==> config.mk <==
export PLATFORM = sky130hd
export DESIGN_NAME = qs_egress
export DESIGN_NICKNAME = d
export VERILOG_FILES = /design/src/rtl/qs_pkg.sv /design/src/rtl/qs_egress_fifo.sv /design/src/rtl/qs_egress.sv
export SDC_FILE = /design/constraint.sdc
export NUM_CORES = 1
export LEC_CHECK = 0
export ABC_AREA = 0
export CORE_MARGIN = 10
export CORE_UTILIZATION = 55
export CTS_CLUSTER_DIAMETER = 30
export DETAILED_ROUTE_END_ITERATION = 16
export DONT_BUFFER_PORTS = 1
export PLACE_DENSITY_LB_ADDON = 0.08
export SLEW_MARGIN = 20
export SYNTH_ARGS = -nofsm -noshare
export SYNTH_HDL_FRONTEND = slang
export SYNTH_SLANG_ARGS = --single-unit
export TNS_END_PERCENT = 5
==> constraint.sdc <==
create_clock -name clk -period 5.1 [get_ports clk]
set_input_delay 0.765 -clock clk [delete_from_list [all_inputs] [get_ports clk]]
set_output_delay 0.765 -clock clk [all_outputs]
set_load 0.1 [all_outputs]
==> src/rtl/qs_pkg.sv <==
// Shared types for the qs egress stage: write-FSM states, buffer entry layout
// and a saturating counter helper.
package qs_pkg;

  localparam int W = 32;

  typedef enum logic [1:0] {
    WS_IDLE = 2'd0,
    WS_PKT  = 2'd1,
    WS_DROP = 2'd2
  } wr_state_e;

  typedef struct packed {
    logic         sop;
    logic         eop;
    logic         err;
    logic [W-1:0] dat;
  } qs_entry_t;

  function automatic logic [15:0] sat_inc(input logic [15:0] v, input logic en);
    return (en && v != 16'hFFFF) ? v + 16'd1 : v;
  endfunction

endpackage

==> src/rtl/qs_egress_fifo.sv <==
// Plain circular buffer: push at tail, pop at head, head entry always visible.
// Latency 1 cycle push-to-head; caller guarantees no push when full, no pop when empty.
module qs_egress_fifo #(
  parameter int DW    = 35,
  parameter int DEPTH = 16
) (
  input  logic                       clk,
  input  logic                       rst,
  input  logic                       push,
  input  logic [DW-1:0]              push_dat,
  input  logic                       pop,
  output logic [DW-1:0]              head_dat,
  output logic [$clog2(DEPTH):0]     count
);

  localparam int AW = $clog2(DEPTH);

  logic [DW-1:0] mem_q [DEPTH];
  logic [AW-1:0] wr_ptr_q, wr_ptr_d;
  logic [AW-1:0] rd_ptr_q, rd_ptr_d;
  logic [AW:0]   count_q, count_d;

  // Pointers are exactly AW bits wide, so increment wraps modulo DEPTH.
  always_comb begin
    wr_ptr_d = push ? wr_ptr_q + AW'(1) : wr_ptr_q;
    rd_ptr_d = pop  ? rd_ptr_q + AW'(1) : rd_ptr_q;
    count_d  = count_q;
    if (push && !pop) begin
      count_d = count_q + (AW+1)'(1);
    end else if (!push && pop) begin
      count_d = count_q - (AW+1)'(1);
    end
  end

  always_ff @(posedge clk or negedge rst) begin
    if (!rst) begin
      wr_ptr_q <= '0;
      rd_ptr_q <= '0;
      count_q  <= '0;
    end else begin
      wr_ptr_q <= wr_ptr_d;
      rd_ptr_q <= rd_ptr_d;
      count_q  <= count_d;
    end
  end

  always_ff @(posedge clk) begin
    if (push) begin
      mem_q[wr_ptr_q] <= push_dat;
    end
  end

  assign head_dat = mem_q[rd_ptr_q];
  assign count    = count_q;

endmodule

==> src/rtl/qs_egress.sv <==
// Egress packet buffer for sorted qs beats: admits whole packets when space allows,
// truncates on overflow or mid-packet sop, flags order violations, counts packets/drops.
module qs_egress
  import qs_pkg::*;
#(
  parameter int W     = qs_pkg::W,
  parameter int DEPTH = 16
) (
  input  logic          clk,
  input  logic          rst,
  input  logic          in_vld,
  input  logic          in_sop,
  input  logic          in_eop,
  input  logic          in_err,
  input  logic [W-1:0]  in_dat,
  output logic          out_vld,
  output logic          out_sop,
  output logic          out_eop,
  output logic          out_err,
  output logic [W-1:0]  out_dat,
  input  logic          out_rdy,
  output logic [15:0]   stat_pkt_r,
  output logic [15:0]   stat_drop_r
);

  localparam int CW = $clog2(DEPTH) + 1;
  localparam logic [CW-1:0] DEPTH_C = CW'(DEPTH);

  wr_state_e    state_q, state_d;
  logic [W-1:0] prev_q, prev_d;
  logic [15:0]  stat_pkt_q, stat_pkt_d;
  logic [15:0]  stat_drop_q, stat_drop_d;

  logic          push;
  logic          pop;
  qs_entry_t     wr_entry;
  qs_entry_t     head;
  logic [CW-1:0] count;
  logic [CW-1:0] free;
  logic          ord_viol;
  logic          pkt_inc;
  logic          drop_inc;

  // Free space deliberately ignores a pop in the same cycle.
  assign free     = DEPTH_C - count;
  assign ord_viol = !in_sop && (in_dat < prev_q);

  always_comb begin
    state_d      = state_q;
    push         = 1'b0;
    pkt_inc      = 1'b0;
    drop_inc     = 1'b0;
    wr_entry.sop = in_sop;
    wr_entry.eop = in_eop;
    wr_entry.err = in_err | ord_viol;
    wr_entry.dat = in_dat;
    if (in_vld) begin
      unique case (state_q)
        WS_IDLE: begin
          if (in_sop) begin
            if ((in_eop && free >= CW'(1)) || (!in_eop && free >= CW'(2))) begin
              push    = 1'b1;
              pkt_inc = in_eop;
              state_d = in_eop ? WS_IDLE : WS_PKT;
            end else begin
              drop_inc = 1'b1;
              state_d  = in_eop ? WS_IDLE : WS_DROP;
            end
          end
        end
        WS_PKT: begin
          if (in_sop) begin
            // Close the open packet on this beat; the new packet is lost.
            push         = 1'b1;
            wr_entry.sop = 1'b0;
            wr_entry.eop = 1'b1;
            wr_entry.err = 1'b1;
            pkt_inc      = 1'b1;
            drop_inc     = 1'b1;
            state_d      = in_eop ? WS_IDLE : WS_DROP;
          end else if (in_eop || free >= CW'(2)) begin
            push    = 1'b1;
            pkt_inc = in_eop;
            state_d = in_eop ? WS_IDLE : WS_PKT;
          end else begin
            // Last free slot: truncate so the buffered packet still terminates.
            push         = 1'b1;
            wr_entry.eop = 1'b1;
            wr_entry.err = 1'b1;
            pkt_inc      = 1'b1;
            drop_inc     = 1'b1;
            state_d      = WS_DROP;
          end
        end
        WS_DROP: begin
          if (in_eop) begin
            state_d = WS_IDLE;
          end
        end
        default: state_d = WS_IDLE;
      endcase
    end
    prev_d      = push ? in_dat : prev_q;
    stat_pkt_d  = sat_inc(stat_pkt_q, pkt_inc);
    stat_drop_d = sat_inc(stat_drop_q, drop_inc);
  end

  always_ff @(posedge clk or negedge rst) begin
    if (!rst) begin
      state_q     <= WS_IDLE;
      prev_q      <= '0;
      stat_pkt_q  <= '0;
      stat_drop_q <= '0;
    end else begin
      state_q     <= state_d;
      prev_q      <= prev_d;
      stat_pkt_q  <= stat_pkt_d;
      stat_drop_q <= stat_drop_d;
    end
  end

  qs_egress_fifo #(
    .DW    ($bits(qs_entry_t)),
    .DEPTH (DEPTH)
  ) u_fifo (
    .clk      (clk),
    .rst      (rst),
    .push     (push),
    .push_dat (wr_entry),
    .pop      (pop),
    .head_dat (head),
    .count    (count)
  );

  assign out_vld     = (count != '0);
  assign pop         = out_vld & out_rdy;
  assign out_sop     = head.sop;
  assign out_eop     = head.eop;
  assign out_err     = head.err;
  assign out_dat     = head.dat;
  assign stat_pkt_r  = stat_pkt_q;
  assign stat_drop_r = stat_drop_q;

endmodule

==> flow_summary.ini <==
[route]
firstDrtPassIters = 5
top_layer = met4
routedWlPerCell_um = 26.2
drtIter0Drc = 1004
drc = 0
wl_met3_um = 3560
avgViaCountPerCell = 5.97
wl_um = 53900
vias = 12300
wl_met1_um = 22700
wl_met2_um = 26800
antenna_left = 0

[clock_tree]
clockRootBuffer = clkbuf_16
numCtsBuffers = 120
post_cts_resized = 0
htreeDepth = 3
clkSlewWorstSetupHoldPaths_ns = 0.05
cts_num_sinks = 639
cts_max_path_buffers = 3
cts_hold_buf = 1
clk_latency_ns = 0.65
post-cts-setup-buffers = 0
cts_tree = yes

[worst_setup_path]
cpMostUsedCell = ha_1
worstPathMaxFanout = 40
crit_required_ns = 5.35
startpoint_type = flip-flop
crit_slowest_cell = and3b_2
crit_path_start = u_fifo.count[0]
critPathCaptureType = flip-flop
cp.arrival_ns = 4.49
r2r_start = u_fifo.count[0]
critical_path.cell_chain = inv_1 -> ha_1 -> nor3b_1 -> ha_1 -> nand3b_1 -> nor3_1 -> o21ai_4 -> nor2b_1 -> and3b_2
worstSetupPathType = flip-flop to flip-flop
slowest_delay_ns = 1.02

[synthesis]
ys_types = 51
ys_async_sr_fraction = 0.124
seq_area_frac_synth = 0.735
synth_edf_count = 560
synth_cells = 1256
synth_fp_nets = 1342
synth-main-ff-cell = edfxtp_1
avgSynthCellArea_sq_um = 20.3
yosysWarnings = 0
ys_seq_elements = 639
netlist_area_sq_mm = 0.0256

[finish]
drive_above_1_share = 0.298
fin_area_sq_mm = 0.0306
areaGrowthSynthToFinish_pct = 19.6
layout_commonest_cell = edfxtp_1
diodes = 0
fin_nets = 1433
fillers = 2964
mostFrequentLayoutCells = edfxtp_1 (560), mux4_2 (175), clkbuf_16 (122), dfrtp_1 (75), nand2_1 (52)

[timing]
fin_crit_sh = 0.831
skew_ns = 0.0209
slew_headroom = 0.265
slew_violations = 0
rsz0062_at_grt = false
setup_tns_ns = 0
worst_pin_slew_ns = 1.10
fmax_mhz = 236
fin_crit_ns = 4.24
worst_slack_ns = 0.861
hold_viol = 0
setup_violations = 0

[grt]
grt_pass1_vias = 13200
grt_pass1_wl_um = 83800
antenna_found_initial = 1
grt_max_degree = 90
grt_overflow = 0
grt_use_total = 0.198

[die]
num_rows = 78
dieArea_sq_mm = 0.0555
start_util = 0.559
fp.dieW_um = 236
die_h_um = 236
io_pins = 107
core_area_sq_mm = 0.0457

[place]
dp_worst_setup_slack_ns = 0.906
io_buffers = 0
dpl.hpwl_um = 30800
placed_area_sq_mm = 0.0264
gp_congestion = 0.781

[run]
maxCapViolCount = 0

[status]
outcome = finished clean

[power]
peakVddDrop_mv = 0.596
leakage_nw = 10.5
power.density_mw_per_mm2 = 686

[min_path]
hold_path.class = primary input to asynchronous set/reset pin
==> worst paths after layout <==
kind                       slack [ns]  cells past startpoint                  end
min in group clk                 0.21                      0  u_fifo.mem_q[7][30]
max in group asynchronous        4.70                      1            prev_q[4]
hold reg to reg                  0.53                      1            prev_q[0]
setup reg to reg                 0.86                      9  u_fifo.mem_q[1][12]
setup / recovery                 0.86                      9  u_fifo.mem_q[1][12]
hold / removal                   0.01                      1       stat_pkt_r[12]
==> synth_stat cells (10+ instances only) <==
cell type    n  share of area
nand2_1     52         0.0076
xnor2_1     19         0.0065
edfxtp_1   560           0.66
dfrtp_1     79          0.077
xor2_1      22         0.0075
inv_1       43         0.0063
clkbuf_1    31         0.0046
nor3_1      16         0.0031
buf_2       12         0.0024
ha_1        46          0.023
nor2_1      16         0.0024
o21ai_0     42         0.0082
nand3_1     14         0.0027
nand4_1     15         0.0037
mux4_2     175           0.15
a21oi_1     15         0.0029
and3_1      10         0.0024
==> area by class of cell <==
class                           instances  area, sq um  share of cell area
Multi-Input combinational cell        521         6430               0.210
Clock inverter                         95         1020              0.0335
Inverter                               43          161             0.00528
Tap cell                              600          751              0.0246
Timing Repair Buffer                   22          285             0.00933
Sequential cell                       639        18800               0.615
Clock buffer                          133         3100               0.102
==> per-layer routing <==
metal  track usage  up-vias
li1              -     5367
met1         0.263     6462
met2         0.317      362
met3        0.0583       68
met4        0.0509        0
met5             0        -
==> state kept, by name (all words and copies together) (netlist names) <==
signal,cells
prev_q,32
stat_drop_r,16
stat_pkt_r,16
state_q,2
u_fifo.count,5
u_fifo.mem_q,560
u_fifo.rd_ptr_q,4
u_fifo.wr_ptr_q,4
==> where the power goes <==
part | switching, mW | leakage (nW) | internal (mW)
Combinational | 4.15 | 2.51 | 2.00
Sequential | 0.711 | 6.04 | 6.28
Clock | 2.66 | 2.00 | 5.17
==> through the flow <==
step,instances,hold slack (ns),total power [mW],util
detailed placement,1824,0.472,13.3,0.578
global placement,1824,0.473,13.3,0.578
CTS,2053,0.00938,21.2,0.669
finish,2053,0.0125,21.0,0.669
floorplan,1256,0.469,12.1,-
global route,2053,0.0150,21.8,0.669
==> worst max-delay path, delay by kind of cell, from the launching register on <==
kind	cells	cell delay, ns
fa+ha+maj	2	0.50
flops	1	0.50
compound gates	1	0.73
simple gates	5	1.97
buf+inv	1	0.11
==> kinds of logic (layout without fill, tap and decap cells) <==
family,after synthesis,count (layout),synth area share
DFF,639,639,0.735
muxes,181,181,0.157
and+or+nand+nor,171,171,0.0358
buffers and inverters,96,293,0.0150
AOI/OAI and AO/OA,81,81,0.0192
adders and majority gates,47,47,0.0233
xor gates and xnor gates,41,41,0.0141
Power figures use the tool's default switching activity.
==> RTL edit: new RTL, same flow settings <==
`DEPTH` is set to 16 in 2 places; all go to 32.
--- a/src/rtl/qs_egress_fifo.sv
+++ b/src/rtl/qs_egress_fifo.sv
@@ -3,5 +3,5 @@
 module qs_egress_fifo #(
   parameter int DW    = 35,
-  parameter int DEPTH = 16
+  parameter int DEPTH = 32
 ) (
   input  logic                       clk,
--- a/src/rtl/qs_egress.sv
+++ b/src/rtl/qs_egress.sv
@@ -5,5 +5,5 @@
 #(
   parameter int W     = qs_pkg::W,
-  parameter int DEPTH = 16
+  parameter int DEPTH = 32
 ) (
   input  logic          clk,
Function: same outputs for any inputs over 4 cycles, from zero or initial values and one cycle with rst low; that may be too few to reach the edited logic, so the function may still have changed.
==> RTL edit against the original RTL <==
- worst setup slack worse by 0.24 ns
- synthesized cell count grew 70%
- routed wire length is 110% higher
- synthesized area increased by 85%
- total power increased by 74%
- design area grew 86%
- global-route usage grew 3.7 points
- clock power is 84% higher
- sequential cell count up 563
==> RTL edit: results (changes against the original RTL) <==
[run_status]
outcome=finished, final reports clean  ; unchanged

[place]
port-buffer-count=0  ; unchanged
gp_congestion=0.820  ; was 0.781
dp_slack_ns=1.00  ; was 0.906 ns
hpwl_um=62300  ; was 30800 µm

[clocking]
htree_levels=4  ; was 3
cts-buffers-inserted=208  ; was 120
ctsHoldBuffers=2  ; was 1
clock_latency_ns=0.78  ; was 0.65 ns
clk_pin_slew_worst_paths_ns=0.05  ; about the same
ctsResizeCount=0  ; unchanged
clockBufferDepth=3  ; unchanged
cts-root-buf=clkbuf_16  ; unchanged
post-cts-setup-buffer-count=0  ; unchanged

[power]
leakagePower_nw=18.8  ; was 10.5 nW
irDropWorstVdd_v=0.000508  ; was 0.000596 V
p_int_mw=24.6  ; was 13.5 mW

[logic_synthesis]
synth_edf_count=1120  ; was 560
yosysWarnings=0  ; unchanged
synth_cell_type_count=69  ; was 51
yosysSeqAreaShare=0.753  ; was 0.735
synth_common_cells=edfxtp_1, mux4_2, dfrtp_1  ; unchanged
synth.net_count=2219  ; was 1342
ys_top_cells_by_area=edfxtp_1, mux4_2, dfrtp_1, ha_1, mux2_2  ; was edfxtp_1, mux4_2, dfrtp_1, ha_1, o21ai_0
synthArstFlopShare=0.0682  ; was 0.124

[drt]
drt_iter0_markers=2213  ; was 1004
wl_met1_um=45000  ; was 22700 µm
first_pass_iters=5  ; unchanged
wl_met3_um=7710  ; was 3560 µm
routed_via_density=6.26  ; was 5.97
post_drt_wl_per_cell_um=31.0  ; was 26.2 µm
dr_wl_met2_um=58100  ; was 26800 µm
top_layer_used=met4  ; unchanged

[worst_hold_path]
holdPathEnd=u_fifo.mem_q[23][11]
hold_depth=0
hold_path_class=in -> reg  ; was in -> async
min_from=in_dat[11]

[grt]
grt_pass1_wl_um=168000  ; was 83800 µm
grt_use_total=0.235  ; was 0.198
grt_start_max_net_pins=83  ; was 90
grt_pass1_vias=24100  ; was 13200
antenna_found_initial=0  ; was 1

[timing]
max_slew_margin=0.274  ; was 0.265
setup_violations=0  ; unchanged
finClkSkew_ns=0.0276  ; was 0.0209 ns
whs_ns=0.0770  ; was 0.0125 ns

[layout]
final_nets=2411  ; was 1433
reg.largest.list=u_fifo.mem_q: 1120 flops, prev_q: 32 flops  ; was u_fifo.mem_q: 560 flops, prev_q: 32 flops
n_antenna_cell=0  ; unchanged
fill_cells=5444  ; was 2964
drive_gt1_frac=0.357  ; was 0.298

[setup_path]
reg2reg_to=u_fifo.count[5]  ; was u_fifo.mem_q[1][12]
rrSetupSlack_ns=0.95  ; was 0.86 ns
crit_fanout=21  ; was 40
worstReg2RegStart=u_fifo.count[0]  ; unchanged
cp.arrival_ns=3.71  ; was 4.49 ns
worstRegToRegCells=15  ; was 9
crit_start=u_fifo.rd_ptr_q[0]  ; was u_fifo.count[0]

-- RTL edit: worst max path at each step --
| stage | to | slack [ns] |
|---|---|---|
| final | out_dat[15] | 0.62 |
| after floorplan | u_fifo.mem_q[14][0] | 0.37 |
| after global placement | u_fifo.count[5] | 1.00 |
| after CTS | out_sop | 0.55 |
| after global routing | out_dat[7] | 0.47 |
| after detailed placement | u_fifo.count[5] | 1.00 |
-- RTL edit: logic make-up (layout without fill, tap and decap cells) --
kind of cell             Yosys count  count (layout)  share of synthesized area
multiplexers                     391             391                      0.176
XOR/XNOR                          40              40                    0.00739
buffers and inverters            144             519                     0.0136
AND/OR/NAND/NOR                  219             219                     0.0230
AO/OA/AOI/OAI                     90              90                     0.0142
adder cells (fa/ha/maj)           47              47                     0.0126
flip-flops                      1202            1202                      0.753
-- RTL edit: layout make-up --
type                       instances  area (µm²)  area share
clock inverter                   165        2060      0.0361
sequential                      1202       35700       0.627
clock buffer                     228        5340      0.0939
tap                             1144        1430      0.0251
inverter                          45         169     0.00297
timing repair buffer              81         931      0.0164
multi-input combinational        787       11300       0.198
-- RTL edit: critical path: stages (launching register included) --
cell and delay [ns]:
dfrtp_4 0.76, buf_12 0.28, buf_12 0.25, mux4_2 0.54, mux4_2 0.48, mux2_2 0.52
-- RTL edit: metrics by stage --
| step | instance area, µm² | std cells | util |
|---|---|---|---|
| after floorplan | 47400 | 2133 | - |
| after global placement | 49500 | 3257 | 0.580 |
| after detailed placement | 49500 | 3257 | 0.580 |
| after CTS | 56900 | 3652 | 0.668 |
| after global routing | 56900 | 3652 | 0.668 |
| final | 56900 | 3652 | 0.668 |
-- RTL edit: per-layer routing --
layer	track usage	up-vias
li1	-	9409
met2	0.391	875
met4	0.0683	0
met1	0.312	12400
met5	0	-
met3	0.0511	162
-- RTL edit: power groups by stage --
stage	Sequential (mW)	Combinational [mW]	Clock (mW)
after floorplan	12.0	8.21	0
after global placement	12.3	10.0	0
after detailed placement	12.3	10.1	0
after CTS	12.1	10.1	14.6
after global routing	12.2	10.5	15.1
final	12.1	9.96	14.4
